$ cat src/rtl/irq_collector_if.sv
// Request/response bundle for irq_collector: raw requests, mask, clear and ack in;
// registered irq, pending bits and event count out.
interface irq_collector_if #(
    parameter int N     = 4,
    parameter int CNT_W = 8
);
    logic [N-1:0]     req;
    logic [N-1:0]     mask;
    logic [N-1:0]     clr;
    logic             ack;
    logic             irq;
    logic [N-1:0]     pending;
    logic [CNT_W-1:0] event_cnt;

    modport master (
        output req, mask, clr, ack,
        input  irq, pending, event_cnt
    );

    modport slave (
        input  req, mask, clr, ack,
        output irq, pending, event_cnt
    );
endinterface

$ cat src/rtl/irq_collector.sv
// Sticky per-channel interrupt collector with a rate-limited assert/ack/hold-off request.
// Define IRQ_EDGE_DETECT_EN to latch rising edges of req instead of its level.
module irq_collector #(
    parameter int N     = 4,
    parameter int HOLD  = 3,
    parameter int CNT_W = 8
) (
    input  logic           clk,
    input  logic           rst,
    irq_collector_if.slave irq_if
);
    localparam logic [1:0] ST_IDLE    = 2'd0;
    localparam logic [1:0] ST_ASSERT  = 2'd1;
    localparam logic [1:0] ST_HOLDOFF = 2'd2;

    localparam int               PC_W     = $clog2(N + 1);
    localparam int               SUM_W    = CNT_W + PC_W;
    localparam logic [CNT_W-1:0] CNT_MAX  = '1;
    localparam logic [7:0]       HOLD_V   = 8'(HOLD);
    localparam bit               NO_HOLD  = (HOLD == 0);

    logic [N-1:0]     ev;
    logic [N-1:0]     mp;
    logic [N-1:0]     pending_q, pending_d;
    logic [CNT_W-1:0] cnt_q, cnt_d;
    logic [1:0]       state_q, state_d;
    logic [7:0]       timer_q, timer_d;
    logic             irq_q, irq_d;
    logic [PC_W-1:0]  ev_pop;
    logic [SUM_W-1:0] cnt_sum;

`ifdef IRQ_EDGE_DETECT_EN
    logic [N-1:0] req_q;

    always_ff @(posedge clk) begin
        if (rst) req_q <= '0;
        else     req_q <= irq_if.req;
    end

    assign ev = irq_if.req & ~req_q;
`else
    assign ev = irq_if.req;
`endif

    // Set dominates clear so an event landing with its own clear is never lost.
    assign pending_d = (pending_q & ~irq_if.clr) | ev;
    assign mp        = pending_q & irq_if.mask;

    always_comb begin
        ev_pop = '0;
        for (int i = 0; i < N; i++) ev_pop = ev_pop + PC_W'(ev[i]);
    end

    // Sum is wide enough to hold a full-width count plus a whole vector of events.
    assign cnt_sum = SUM_W'(cnt_q) + SUM_W'(ev_pop);
    assign cnt_d   = (cnt_sum > SUM_W'(CNT_MAX)) ? CNT_MAX : cnt_sum[CNT_W-1:0];

    always_comb begin
        state_d = state_q;
        timer_d = timer_q;
        case (state_q)
            ST_IDLE: begin
                if (|mp) state_d = ST_ASSERT;
            end
            ST_ASSERT: begin
                if (irq_if.ack) begin
                    if (NO_HOLD) begin
                        state_d = ST_IDLE;
                    end else begin
                        state_d = ST_HOLDOFF;
                        timer_d = HOLD_V;
                    end
                end else if (~|mp) begin
                    state_d = ST_IDLE;
                end
            end
            ST_HOLDOFF: begin
                if (timer_q <= 8'd1) begin
                    state_d = ST_IDLE;
                    timer_d = '0;
                end else begin
                    timer_d = timer_q - 8'd1;
                end
            end
            default: begin
                state_d = ST_IDLE;
                timer_d = '0;
            end
        endcase
    end

    // irq is its own flop so the output never decodes state bits combinationally.
    assign irq_d = (state_d == ST_ASSERT);

    always_ff @(posedge clk) begin
        if (rst) begin
            pending_q <= '0;
            cnt_q     <= '0;
            state_q   <= ST_IDLE;
            timer_q   <= '0;
            irq_q     <= 1'b0;
        end else begin
            pending_q <= pending_d;
            cnt_q     <= cnt_d;
            state_q   <= state_d;
            timer_q   <= timer_d;
            irq_q     <= irq_d;
        end
    end

    assign irq_if.irq       = irq_q;
    assign irq_if.pending   = pending_q;
    assign irq_if.event_cnt = cnt_q;
endmodule

$ cat src/flat_wrapper.sv
// flat-port wrapper written by rule: the top's interface ports become plain ports
module irq_collector_flat 
#(
    parameter int N     = 4,
    parameter int HOLD  = 3,
    parameter int CNT_W = 8
)
  (clk, rst, irq_if_req, irq_if_mask, irq_if_clr, irq_if_ack, irq_if_irq, irq_if_pending, irq_if_event_cnt);
  irq_collector_if #(.N(N), .CNT_W(CNT_W)) irq_if_i ();
  input  logic clk;
  input  logic rst;
  input wire logic [$bits(irq_if_i.req)-1:0] irq_if_req;
  input wire logic [$bits(irq_if_i.mask)-1:0] irq_if_mask;
  input wire logic [$bits(irq_if_i.clr)-1:0] irq_if_clr;
  input wire logic [$bits(irq_if_i.ack)-1:0] irq_if_ack;
  output wire logic [$bits(irq_if_i.irq)-1:0] irq_if_irq;
  output wire logic [$bits(irq_if_i.pending)-1:0] irq_if_pending;
  output wire logic [$bits(irq_if_i.event_cnt)-1:0] irq_if_event_cnt;
  assign irq_if_i.req = irq_if_req;
  assign irq_if_i.mask = irq_if_mask;
  assign irq_if_i.clr = irq_if_clr;
  assign irq_if_i.ack = irq_if_ack;
  assign irq_if_irq = irq_if_i.irq;
  assign irq_if_pending = irq_if_i.pending;
  assign irq_if_event_cnt = irq_if_i.event_cnt;
  irq_collector #(.N(N), .HOLD(HOLD), .CNT_W(CNT_W)) u_core (.clk(clk), .rst(rst), .irq_if(irq_if_i));
endmodule
$ cat config.mk
export PLATFORM = sky130hd
export DESIGN_NAME = irq_collector_flat
export DESIGN_NICKNAME = d
export VERILOG_FILES = /design/src/rtl/irq_collector_if.sv /design/src/rtl/irq_collector.sv /design/src/flat_wrapper.sv
export SDC_FILE = /design/constraint.sdc
export NUM_CORES = 1
export LEC_CHECK = 0
export ABC_AREA = 1
export CAP_MARGIN = 20
export CORE_AREA = 2 2 70 72
export CTS_CLUSTER_DIAMETER = 80
export DETAILED_ROUTE_END_ITERATION = 6
export DIE_AREA = 0 0 72 74
export PLACE_DENSITY_LB_ADDON = 0.05
export SLEW_MARGIN = 20
export SYNTH_ARGS = -nofsm -noshare
export SYNTH_HDL_FRONTEND = slang
export SYNTH_SLANG_ARGS = --single-unit
$ cat constraint.sdc
create_clock -name clk -period 5.2 [get_ports clk]
set_clock_uncertainty 0.2 [all_clocks]
set_input_delay 1.3 -clock clk [delete_from_list [all_inputs] [get_ports clk]]
set_output_delay 1.3 -clock clk [all_outputs]
set_load 0.01 [all_outputs]
==> flow_summary.json <==
{
  "power.net_switching_uw": 213.6,
  "layout.nets": 240,
  "cp_max_fo": 4,
  "cts_setup_buffers": 0,
  "seq_power_share": 0.399,
  "fin_crit_ns": 3.871,
  "grt_pass1_wl_um": 4671,
  "cts_sinks": 23,
  "gp_congestion": 0.7729,
  "synthSimpleGateAreaFrac": 0.2703,
  "synth_top_cell_by_area": "dfxtp_1",
  "post_route_cells_drive_above_1_share": 0.05687,
  "synth_nets": 210,
  "antenna_found_initial": 0,
  "r2r_slack_ns": 3.25,
  "path_clk_slew_ns": 0.09,
  "switching_share": 0.3695,
  "hold-worst-slack_ns": 0.2858,
  "status": "finished, final reports clean",
  "drv_slew": 0,
  "critPathKind": "input port to flop",
  "drtAntennaViolNets": 0,
  "p_total_uw": 578.1,
  "grt_use_total": 0.1130,
  "synth-seq-cells": 23,
  "power.leakage_uw": 0.0007792,
  "routed_wirelength_um": 2817,
  "die_h_um": 74,
  "crit_path_end_kind": "flop",
  "grt-ovfl-total": 0,
  "ios": 28,
  "synthArstFlopShare": 0,
  "drt_iter0_drc": 35,
  "hold_depth": 2,
  "final_util": 0.3725,
  "start_util": 0.2909,
  "synthMuxAreaShare": 0,
  "r2r_end": "u_core.irq_if.event_cnt[6]",
  "min_from": "u_core.irq_if.pending[2]",
  "setup_tns_ns": 0,
  "finalSetupViolations": 0,
  "place_hpwl_um": 2203,
  "clock.fmax_mhz": 258.3,
  "rsz0062_at_grt": "no",
  "timing.final.ws_setup_ns": 1.329,
  "io_buffers": 27,
  "synth-compound-area-share": 0.09635,
  "grt_max_degree": 17,
  "diodes": 0,
  "intPower_uw": 364.5,
  "period_share": 0.7444,
  "clkPwrFrac": 0.199,
  "dr.pass1.iters": 4,
  "max-clock-path-buffers": 2,
  "synthXorXnorAreaFrac": 0.05239,
  "slew_headroom": 0.5685,
  "synthTopCellsByCount": "35 x inv_1, 35 x nand2_1, 23 x dfxtp_1, 23 x nor2_1, 15 x a21oi_1",
  "netlist_area_um2": 1338,
  "hold_end": "u_core.irq_if.pending[2]",
  "synth_top_family_by_area": "simple AND/OR/NAND/NOR gates",
  "clk_latency_ns": 0.26,
  "required_ns": 5.13,
  "rows": 25,
  "first_global_vias": 1072,
  "synthCells": 182,
  "synth_area_leaders": "dfxtp_1 34%, ha_1 10%, inv_1 9.8%, nand2_1 9.8%, nor2_1 6.5%",
  "fp.dieArea_um2": 5328,
  "cts_root_buf": "clkbuf_8",
  "pwr-share-comb": 0.402,
  "drcViolationCount": 0,
  "core_um2": 4598,
  "postCtsHoldBufs": 0,
  "r2r_start": "u_core.irq_if.event_cnt[0]",
  "cts_resized": 0,
  "cp.arrival_ns": 3.80,
  "hold_violations": 0,
  "rr_worst_depth": 7,
  "syn_area_per_cell_um2": 7.349,
  "wl_per_cell_um": 10.63,
  "hold_class": "flop to flop",
  "synth_fa_ha_area_frac": 0.1328,
  "tightest_slew_ns": 0.6452,
  "synth_top_area_frac": 0.3442,
  "synthFlopType": "dfxtp_1",
  "cts_buffers": 3,
  "ys_seq_area_frac": 0.3442,
  "dr_total_vias": 1159,
  "cts_max_level": 1,
  "pre_cts_ws_ns": 1.050,
  "die_w_um": 72,
  "viasPerCell": 4.374,
  "ys_warn_count": 0,
  "maxCapViolCount": 0,
  "cts_tree": "yes",
  "cp-start-kind": "input port",
  "synth_edf_count": 0,
  "peakVddDrop_mv": 0.1200,
  "syn_to_final_growth_pct": 28.06,
  "p_per_area_nw_per_um2": 337.5,
  "synth.distinct_cells": 24
}
==> power groups by stage <==
stage / Sequential, µW / Combinational [µW] / Clock (µW)
global placement: 235 / 234 / 0
CTS: 230 / 236 / 122
global route: 234 / 268 / 129
finish: 231 / 232 / 115
detailed placement: 234 / 235 / 0
floorplan: 235 / 158 / 0
==> routing by layer <==
layer / share of wire / vias to the layer above / global-route usage
met5: 0 / - / 0
met4: 0.016 / 0 / 0.05660
met3: 0.037 / 4 / 0.03117
met2: 0.47 / 14 / 0.1790
met1: 0.47 / 521 / 0.1423
li1: - / 620 / -
==> metrics by stage <==
stage,instance area (µm²),std cells
6_report,1713,265
5_1_grt,1713,265
4_1_cts,1713,265
3_5_place_dp,1668,261
3_3_place_gp,1668,261
2_1_floorplan,1338,182
==> registers in the layout, summed over array words and instances (netlist names) <==
| register | flops |
|---|---|
| u_core.irq_if.event_cnt | 8 |
| u_core.irq_if.pending | 4 |
| u_core.state_q | 2 |
| u_core.irq_if.irq | 1 |
| u_core.timer_q | 8 |
==> cells in the final DEF, fill, tap and decap left out <==
| master | n |
|---|---|
| a21oi_1 | 15 |
| a31oi_1 | 1 |
| clkbuf_1 | 1 |
| clkbuf_8 | 3 |
| clkdlybuf4s50_1 | 27 |
| dfxtp_1 | 23 |
| fa_1 | 2 |
| ha_1 | 11 |
| inv_1 | 35 |
| nand2_1 | 35 |
| nand2_2 | 3 |
| nand3_1 | 9 |
| nand3_2 | 1 |
| nand3b_1 | 1 |
| nand4_1 | 3 |
| nand4_4 | 1 |
| nor2_1 | 23 |
| nor2_2 | 1 |
| nor2_4 | 1 |
| nor3_1 | 1 |
| o21ai_0 | 3 |
| o21ai_2 | 1 |
| o21ai_4 | 1 |
| o21bai_1 | 1 |
| xnor2_1 | 2 |
| xor2_1 | 6 |
==> logic make-up (layout without fill, tap and decap cells) <==
logic type	after synthesis	after routing
AOI/OAI and AO/OA	22	22
xor gates and xnor gates	8	8
adders and majority gates	13	13
buffers and inverters	37	66
DFF	23	23
and+or+nand+nor	79	79
==> cell type report <==
class,instances,area [µm²]
Fill cell,485,2885
Multi-Input combinational cell,122,738.2
Sequential cell,23,460.4
Timing Repair Buffer,27,270.3
Inverter,35,131.4
Tap cell,54,67.56
Clock buffer,4,45.04
==> critical path, cell delays in order <==
cell,delay (ns)
clkdlybuf4s50_1,0.42
ha_1,0.30
inv_1,0.07
fa_1,0.40
inv_1,0.07
ha_1,0.16
inv_1,0.06
fa_1,0.44
o21ai_4,0.27
nand3_2,0.09
xor2_1,0.15
a21oi_1,0.08
==> worst max-delay path by stage <==
stage | from | to | cells after the start
3_5_place_dp | irq_if_req[0] | u_core.irq_if.event_cnt[6] | 12
3_3_place_gp | irq_if_req[0] | u_core.irq_if.event_cnt[5] | 13
5_1_grt | irq_if_req[0] | u_core.irq_if.event_cnt[6] | 12
4_1_cts | irq_if_req[0] | u_core.irq_if.event_cnt[6] | 12
6_report | irq_if_req[0] | u_core.irq_if.event_cnt[6] | 12
2_1_floorplan | irq_if_req[0] | u_core.irq_if.event_cnt[6] | 11
Power figures use the tool's default switching activity.
